===== src/rtl/exe_stage_module.sv =====
// Execute stage: operand forwarding, val2 generation, ALU with NZCV flags,
// branch target, and the EXE/MEM pipeline register with freeze.
module exe_stage_module #(
  parameter int unsigned WIDTH = 32
) (
  input  logic             clk,
  input  logic             rst,
  input  logic             freeze,
  input  logic             wb_en_in,
  input  logic             mem_r_en_in,
  input  logic             mem_w_en_in,
  input  logic             s_in,
  input  logic             imm_in,
  input  logic [3:0]       exe_cmd_in,
  input  logic [WIDTH-1:0] pc_in,
  input  logic [WIDTH-1:0] val_Rn_in,
  input  logic [WIDTH-1:0] val_Rm_in,
  input  logic [11:0]      shift_operand_in,
  input  logic [23:0]      signed_imm_24_in,
  input  logic [3:0]       dest_in,
  input  logic [1:0]       sel_src1,
  input  logic [1:0]       sel_src2,
  input  logic [WIDTH-1:0] fwd_mem_val,
  input  logic [WIDTH-1:0] fwd_wb_val,
  output logic             wb_en_out,
  output logic             mem_r_en_out,
  output logic             mem_w_en_out,
  output logic [WIDTH-1:0] alu_res_out,
  output logic [WIDTH-1:0] val_Rm_out,
  output logic [3:0]       dest_out,
  output logic [WIDTH-1:0] branch_address,
  output logic [3:0]       status_out,
  output logic             wb_en_hazard_in,
  output logic [3:0]       dest_hazard_in
);

  localparam int unsigned SW = WIDTH + 1;

  logic [WIDTH-1:0] w_rn;
  logic [WIDTH-1:0] w_rm;
  logic [WIDTH-1:0] w_val2;
  logic [4:0]       w_shamt;
  logic [WIDTH:0]   w_sum;
  logic [WIDTH-1:0] w_res;
  logic             w_c;
  logic             w_v;
  logic             w_valid;
  logic             w_cin;
  logic [3:0]       w_nzcv;

  logic             r_wb_en;
  logic             r_mem_r_en;
  logic             r_mem_w_en;
  logic [WIDTH-1:0] r_alu_res;
  logic [WIDTH-1:0] r_val_rm;
  logic [3:0]       r_dest;
  logic [3:0]       r_status;

  // Rotate right; a zero amount yields v because the left shift by WIDTH clears.
  function automatic logic [WIDTH-1:0] f_ror(input logic [WIDTH-1:0] v,
                                             input logic [4:0]       s);
    f_ror = (v >> s) | (v << (6'(WIDTH) - {1'b0, s}));
  endfunction

  always_comb begin
    case (sel_src1)
      2'b01:   w_rn = fwd_mem_val;
      2'b10:   w_rn = fwd_wb_val;
      default: w_rn = val_Rn_in;
    endcase
  end

  always_comb begin
    case (sel_src2)
      2'b01:   w_rm = fwd_mem_val;
      2'b10:   w_rm = fwd_wb_val;
      default: w_rm = val_Rm_in;
    endcase
  end

  assign w_shamt = shift_operand_in[11:7];
  assign w_cin   = r_status[1];

  // Second operand: memory offset, rotated immediate, or shifted register.
  always_comb begin
    w_val2 = w_rm;
    if (mem_r_en_in || mem_w_en_in) begin
      w_val2 = WIDTH'(shift_operand_in);
    end else if (imm_in) begin
      w_val2 = f_ror(WIDTH'(shift_operand_in[7:0]), {shift_operand_in[11:8], 1'b0});
    end else if (w_shamt != 5'd0) begin
      case (shift_operand_in[6:5])
        2'b00:   w_val2 = w_rm << w_shamt;
        2'b01:   w_val2 = w_rm >> w_shamt;
        2'b10:   w_val2 = WIDTH'($signed(w_rm) >>> w_shamt);
        default: w_val2 = f_ror(w_rm, w_shamt);
      endcase
    end
  end

  // Subtract is done as Rn + ~val2 + 1 so the carry out is the NOT-borrow.
  always_comb begin
    w_sum   = '0;
    w_res   = '0;
    w_c     = 1'b0;
    w_v     = 1'b0;
    w_valid = 1'b1;
    case (exe_cmd_in)
      4'b0001: w_res = w_val2;
      4'b1001: w_res = ~w_val2;
      4'b0010, 4'b0011: begin
        w_sum = {1'b0, w_rn} + {1'b0, w_val2} + SW'(w_cin & exe_cmd_in[0]);
        w_res = w_sum[WIDTH-1:0];
        w_c   = w_sum[WIDTH];
        w_v   = (w_rn[WIDTH-1] == w_val2[WIDTH-1]) && (w_res[WIDTH-1] != w_rn[WIDTH-1]);
      end
      4'b0100, 4'b0101: begin
        w_sum = {1'b0, w_rn} + {1'b0, ~w_val2} + SW'(exe_cmd_in[0] ? w_cin : 1'b1);
        w_res = w_sum[WIDTH-1:0];
        w_c   = w_sum[WIDTH];
        w_v   = (w_rn[WIDTH-1] != w_val2[WIDTH-1]) && (w_res[WIDTH-1] != w_rn[WIDTH-1]);
      end
      4'b0110: w_res = w_rn & w_val2;
      4'b0111: w_res = w_rn | w_val2;
      4'b1000: w_res = w_rn ^ w_val2;
      default: w_valid = 1'b0;
    endcase
  end

  assign w_nzcv = {w_valid & w_res[WIDTH-1], w_valid & (w_res == '0), w_c, w_v};

  always_ff @(posedge clk or negedge rst) begin
    if (!rst) begin
      r_wb_en    <= 1'b0;
      r_mem_r_en <= 1'b0;
      r_mem_w_en <= 1'b0;
      r_alu_res  <= '0;
      r_val_rm   <= '0;
      r_dest     <= '0;
    end else if (!freeze) begin
      r_wb_en    <= wb_en_in;
      r_mem_r_en <= mem_r_en_in;
      r_mem_w_en <= mem_w_en_in;
      r_alu_res  <= w_res;
      r_val_rm   <= w_rm;
      r_dest     <= dest_in;
    end
  end

  always_ff @(posedge clk or negedge rst) begin
    if (!rst) begin
      r_status <= '0;
    end else if (!freeze && s_in) begin
      r_status <= w_nzcv;
    end
  end

  assign wb_en_out       = r_wb_en;
  assign mem_r_en_out    = r_mem_r_en;
  assign mem_w_en_out    = r_mem_w_en;
  assign alu_res_out     = r_alu_res;
  assign val_Rm_out      = r_val_rm;
  assign dest_out        = r_dest;
  assign status_out      = r_status;
  assign branch_address  = pc_in + {{(WIDTH-26){signed_imm_24_in[23]}}, signed_imm_24_in, 2'b00};
  assign wb_en_hazard_in = wb_en_in;
  assign dest_hazard_in  = dest_in;

endmodule


===== config.mk =====
export PLATFORM = sky130hd
export DESIGN_NAME = exe_stage_module
export DESIGN_NICKNAME = d
export VERILOG_FILES = /design/src/rtl/exe_stage_module.sv
export SDC_FILE = /design/constraint.sdc
export NUM_CORES = 1
export LEC_CHECK = 0
export ABC_AREA = 1
export CAP_MARGIN = 20
export CORE_MARGIN = 2
export CORE_UTILIZATION = 56
export DETAILED_ROUTE_END_ITERATION = 8
export GPL_TIMING_DRIVEN = 0
export MAX_ROUTING_LAYER = met4
export PLACE_DENSITY = 0.84
export SLEW_MARGIN = 5
export SYNTH_ARGS = -nofsm -noshare
export SYNTH_HDL_FRONTEND = slang
export SYNTH_SLANG_ARGS = --single-unit

===== constraint.sdc =====
create_clock -name clk -period 7.8 [get_ports clk]
set_input_delay 2.34 -clock clk [delete_from_list [all_inputs] [get_ports clk]]
set_output_delay 2.34 -clock clk [all_outputs]
set_load 0.01 [all_outputs]

==> run_results.csv, run 1 <==
group,metric,value,unit
run_status,outcome,"stopped before the end",
run_status,haltStage,"global routing (5_1_grt)",
run_status,error,"[ERROR GRT-0116] Global routing finished with congestion. Check the congestion regions in the DRC Viewer.",
logic_synthesis,ys.flop_type,"dfrtp_1",
cts,cts_buffers,9,
logic_synthesis,yosysWarningCount,0,
die,rows,67,
cts,cts.sinks,75,
logic_synthesis,yosysMostFrequentCell,"nand2_1",
die,die_h,188.4,um
logic_synthesis,postSynthAreaPerCell,5.473,um^2
logic_synthesis,ys_top_cells_by_count,"nand2_1, nand3_1, inv_1",
global_routing,grt_remaining_overflow,22,
die,initial_core_util,56.78,%
logic_synthesis,yosysSeqAreaShare,9.857,%
logic_synthesis,synth_area_leaders,"nand2_1, nand3_1, dfrtp_1",
logic_synthesis,syn_inst,3479,
die,fp.dieW,188.4,um
logic_synthesis,synth.distinct_cells,67,
die,io_pins,328,
placement,place_congestion,1.486,
cts,cts.path.max_buffers,2,
global_routing,grt_max_degree,55,
logic_synthesis,syn_nets,3834,
placement,hpwlAfterDp,82280,um
cts,htree_levels,3,
placement,io_buffer_count,319,
global_routing,grt_use_total,62.76,%
logic_synthesis,syn-cell-area,0.01904,mm^2
logic_synthesis,yosys.area.top_type,"nand2_1",
global_routing,grt_pass1_wl,167100,um
cts,clockRootBuffer,"clkbuf_16",
logic_synthesis,synthArstFlopShare,100.0,%
global_routing,grt_pass1_vias,27863,
logic_synthesis,synth-edff-count,0,
logic_synthesis,yosysTopAreaCellShare,20.25,%
logic_synthesis,ys_ff_latch,75,
==> repair_timing <==
action,4_1_cts
endpoints found under the setup margin,46
endpoints found under the hold margin,0
gates resized for setup,84
hold buffers,0
buffers inserted,7
pin swaps,8
==> cell families after synthesis <==
| family | share of synthesized area, % |
|---|---|
| and+or+nand+nor | 46.94 |
| AOI/OAI and AO/OA | 20.30 |
| buffers and inverters | 12.00 |
| adders and majority gates | 9.332 |
| DFF | 9.857 |
| xor gates and xnor gates | 1.518 |
| muxes | 0.05257 |
==> through the flow <==
| step | instance area [um^2] | setup TNS [ps] | utilization, % | setup slack (ps) | cells |
|---|---|---|---|---|---|
| after floorplan | 19040 | 0 | - | 794.0 | 3479 |
| after global placement | 22790 | -33640 | 67.97 | -1759 | 4246 |
| after detailed placement | 22820 | -37460 | 68.05 | -1837 | 4247 |
| after CTS | 23370 | -266.6 | 69.71 | -266.6 | 4267 |
==> routing by layer <==
layer  GRT usage (%)  GRT overflow
met1           65.29             0
met2           78.31            10
met3           42.69             0
met4           55.62            12
met5               -             -
==> run 2: changes to the inputs <==
--- a/config.mk
+++ b/config.mk
@@ -8,11 +8,10 @@
 export ABC_AREA = 1
 export CAP_MARGIN = 20
 export CORE_MARGIN = 2
-export CORE_UTILIZATION = 56
+export CORE_UTILIZATION = 40
 export DETAILED_ROUTE_END_ITERATION = 8
 export GPL_TIMING_DRIVEN = 0
-export MAX_ROUTING_LAYER = met4
-export PLACE_DENSITY = 0.84
+export PLACE_DENSITY_LB_ADDON = 0.15
 export SLEW_MARGIN = 5
 export SYNTH_ARGS = -nofsm -noshare
 export SYNTH_HDL_FRONTEND = slang
==> run_results.csv, run 2 <==
group,metric,value,unit
logic_synthesis,yosysWarningCount,0,
logic_synthesis,yosysTopAreaCellShare,20.25,%
timing,slew_viol_final,0,
worst_setup_path,crit_buf_inv,9,
cts,clock_latency,380,ps
detailed_routing,via_per_inst,6.173,
pwr,vdd_drop_max,0.0001046,V
die,core_region_area,0.04675,mm^2
detailed_routing,first_pass_iters,7,
die,fp.dieW,222.2,um
cts,clockRootBuffer,"clkbuf_16",
finish,synthToLayoutAreaGrowth,34.05,%
worst_setup_path,crit_type,"primary input to flip-flop",
detailed_routing,wl,123400,um
detailed_routing,drc,0,
worst_setup_path,start_kind,"primary input",
finish,fillers,4938,
detailed_routing,vias,27699,
global_routing,grt_pass1_wl,173700,um
cts,htree_levels,3,
timing,min_period,7993,ps
worst_setup_path,worstPathArrival,8310,ps
finish,drive_above_1_share,17.33,%
worst_setup_path,critical_path.top_delay_family,"simple AND/OR/NAND/NOR gates",
logic_synthesis,synth.distinct_cells,67,
detailed_routing,ant_nets,0,
placement,detailed_place.area,0.02305,mm^2
pwr,p_per_area,147.2,mW/mm^2
timing,worstMarginPinSlew,1102,ps
detailed_routing,first_iter_violations,3794,
pwr,p_leak,12.44,nW
timing,hold_violations,0,
global_routing,grt_use_total,48.09,%
cts,cts.path.max_buffers,2,
logic_synthesis,synth_area_leaders,"nand2_1, nand3_1, dfrtp_1",
timing,finalSetupViolCount,1,
finish,final_nets,4228,
placement,hpwlAfterDp,99340,um
worst_setup_path,cp_slowest_stage_delay,460,ps
logic_synthesis,synth-edff-count,0,
finish,seqCellArea,0.001877,mm^2
logic_synthesis,synthArstFlopShare,100.0,%
finish,postLayoutCellArea,0.02552,mm^2
cts,cts_buffers,9,
logic_synthesis,syn-cell-area,0.01904,mm^2
worst_setup_path,critPathRequiredTime,8120,ps
global_routing,grt_max_degree,63,
run_status,violations,"setup timing",
placement,place_congestion,1.118,
logic_synthesis,yosysMostFrequentCell,"nand2_1",
timing,grt_setup_unrepaired,"yes",
worst_setup_path,critPathSlowestCell,"nand3_1",
finish,final_cell_mix,"nand2_1, nand3_1, clkdlybuf4s50_1",
cts,cts_tree,"built",
die,io_pins,328,
logic_synthesis,ys.flop_type,"dfrtp_1",
worst_setup_path,critPathMostFrequentCell,"nand2_2",
worst_setup_path,endpoint_kind,"flip-flop",
finish,layout_commonest_cell,"nand2_1",
logic_synthesis,syn_nets,3834,
timing,finClkSkew,11.27,ps
die,rows,79,
logic_synthesis,yosysSeqAreaShare,9.857,%
finish,multiInputGateArea,0.01637,mm^2
logic_synthesis,syn_inst,3479,
timing,slew-limit-headroom,26.56,%
finish,utilization,54.59,%
run_status,outcome,"finished, violations left",
global_routing,grt_remaining_overflow,0,
cts,cts.sinks,75,
global_routing,grt_pass1_vias,25683,
run,drv_cap,0,
global_routing,antenna_found_initial,6,
detailed_routing,avgRoutedWirePerCell,27.49,um
logic_synthesis,ys_top_cells_by_count,"nand2_1, nand3_1, inv_1",
worst_hold_path,min_path_type,"flip-flop to flip-flop",
timing,min_period_over_period,102.5,%
timing,max_freq,125.1,MHz
cts,clkTransAtPathRegs,70,ps
logic_synthesis,yosys.area.top_type,"nand2_1",
die,die_h,222.2,um
die,die_area,0.04936,mm^2
logic_synthesis,postSynthAreaPerCell,5.473,um^2
placement,io_buffer_count,319,
timing,finalWorstSetupSlack,-193.0,ps
worst_setup_path,cp_max_fo,11,
die,initial_core_util,40.72,%
logic_synthesis,ys_ff_latch,75,
[run 2: worst min-delay path, cell delays in order, from the launching register on]
cell and delay, ps:
dfrtp_1 340, nand2_1 50, nand2_1 50
[run 2: layout make-up]
class                           count  share of cell area, %
Tap cell                          607                  2.976
Buffer                            188                  4.128
Sequential cell                    75                  7.354
Clock buffer                        9                 0.8824
Timing Repair Buffer              398                  14.91
Multi-Input combinational cell   2858                  64.15
Clock inverter                      7                 0.4118
Timing Repair inverter              1                0.02941
Inverter                          342                  5.138
Antenna cell                        2                0.01961
[run 2: final timing paths]
path                                        to                start  cells after the start  slack (ps)
max in group asynchronous       val_Rm_out[13]                  rst                      2        5380
worst max-delay path             status_out[2]  shift_operand_in[8]                     34        -190
min in group asynchronous        status_out[2]                  rst                      1        1810
worst max register to register   status_out[2]        status_out[1]                     18        3800
worst min register to register     dest_out[2]          dest_out[2]                      2         480
worst min-delay path               dest_out[2]          dest_out[2]                      2         480
[run 2: repair_timing]
| item | in CTS | in global routing |
|---|---|---|
| hold endpoints to repair | 0 | 0 |
| setup endpoints to repair | 48 | 47 |
| gates cloned | 1 | 1 |
| setup buffers | 37 | 33 |
| resized for setup | 166 | 323 |
| hold buffers | 0 | 0 |
| pin swaps | 32 | 82 |
[run 2: per-stage QoR]
step	power, mW	TNS, ps	cells	setup WS, ps	hold slack, ps
2_1_floorplan	1.802	0	3479	794.0	512.2
3_3_place_gp	2.828	-53380	4405	-2581	461.2
3_5_place_dp	2.830	-49970	4410	-2033	464.9
4_1_cts	3.441	-160.3	4459	-160.3	482.0
5_1_grt	3.900	-288.1	4485	-248.3	500.5
6_report	3.757	-193.0	4487	-193.0	479.2
[run 2: kinds of logic (layout without fill, tap and decap cells)]
family,after synthesis,after routing,synth area share (%)
AO/OA/AOI/OAI,670,670,20.30
flip-flops,75,75,9.857
buffers and inverters,546,945,12.00
adder cells (fa/ha/maj),139,139,9.332
other,0,2,0
AND/OR/NAND/NOR,2015,2015,46.94
multiplexers,1,1,0.05257
XOR/XNOR,33,33,1.518
[run 2: power breakdown]
group	leakage (nW)	internal, mW	switching [mW]
Sequential	0.947	0.446	0.0343
Combinational	11.3	0.943	1.83
Clock	0.159	0.286	0.216
[run 2: metal layers]
metal	GRT usage (%)	up-vias	part of all wire [%]
met2	73.76	2033	42
met3	12.15	566	11
met4	41.80	4	11
met1	55.88	12743	36
met5	0	-	0.019
li1	-	12353	-
(Power assumes the default switching activity.)
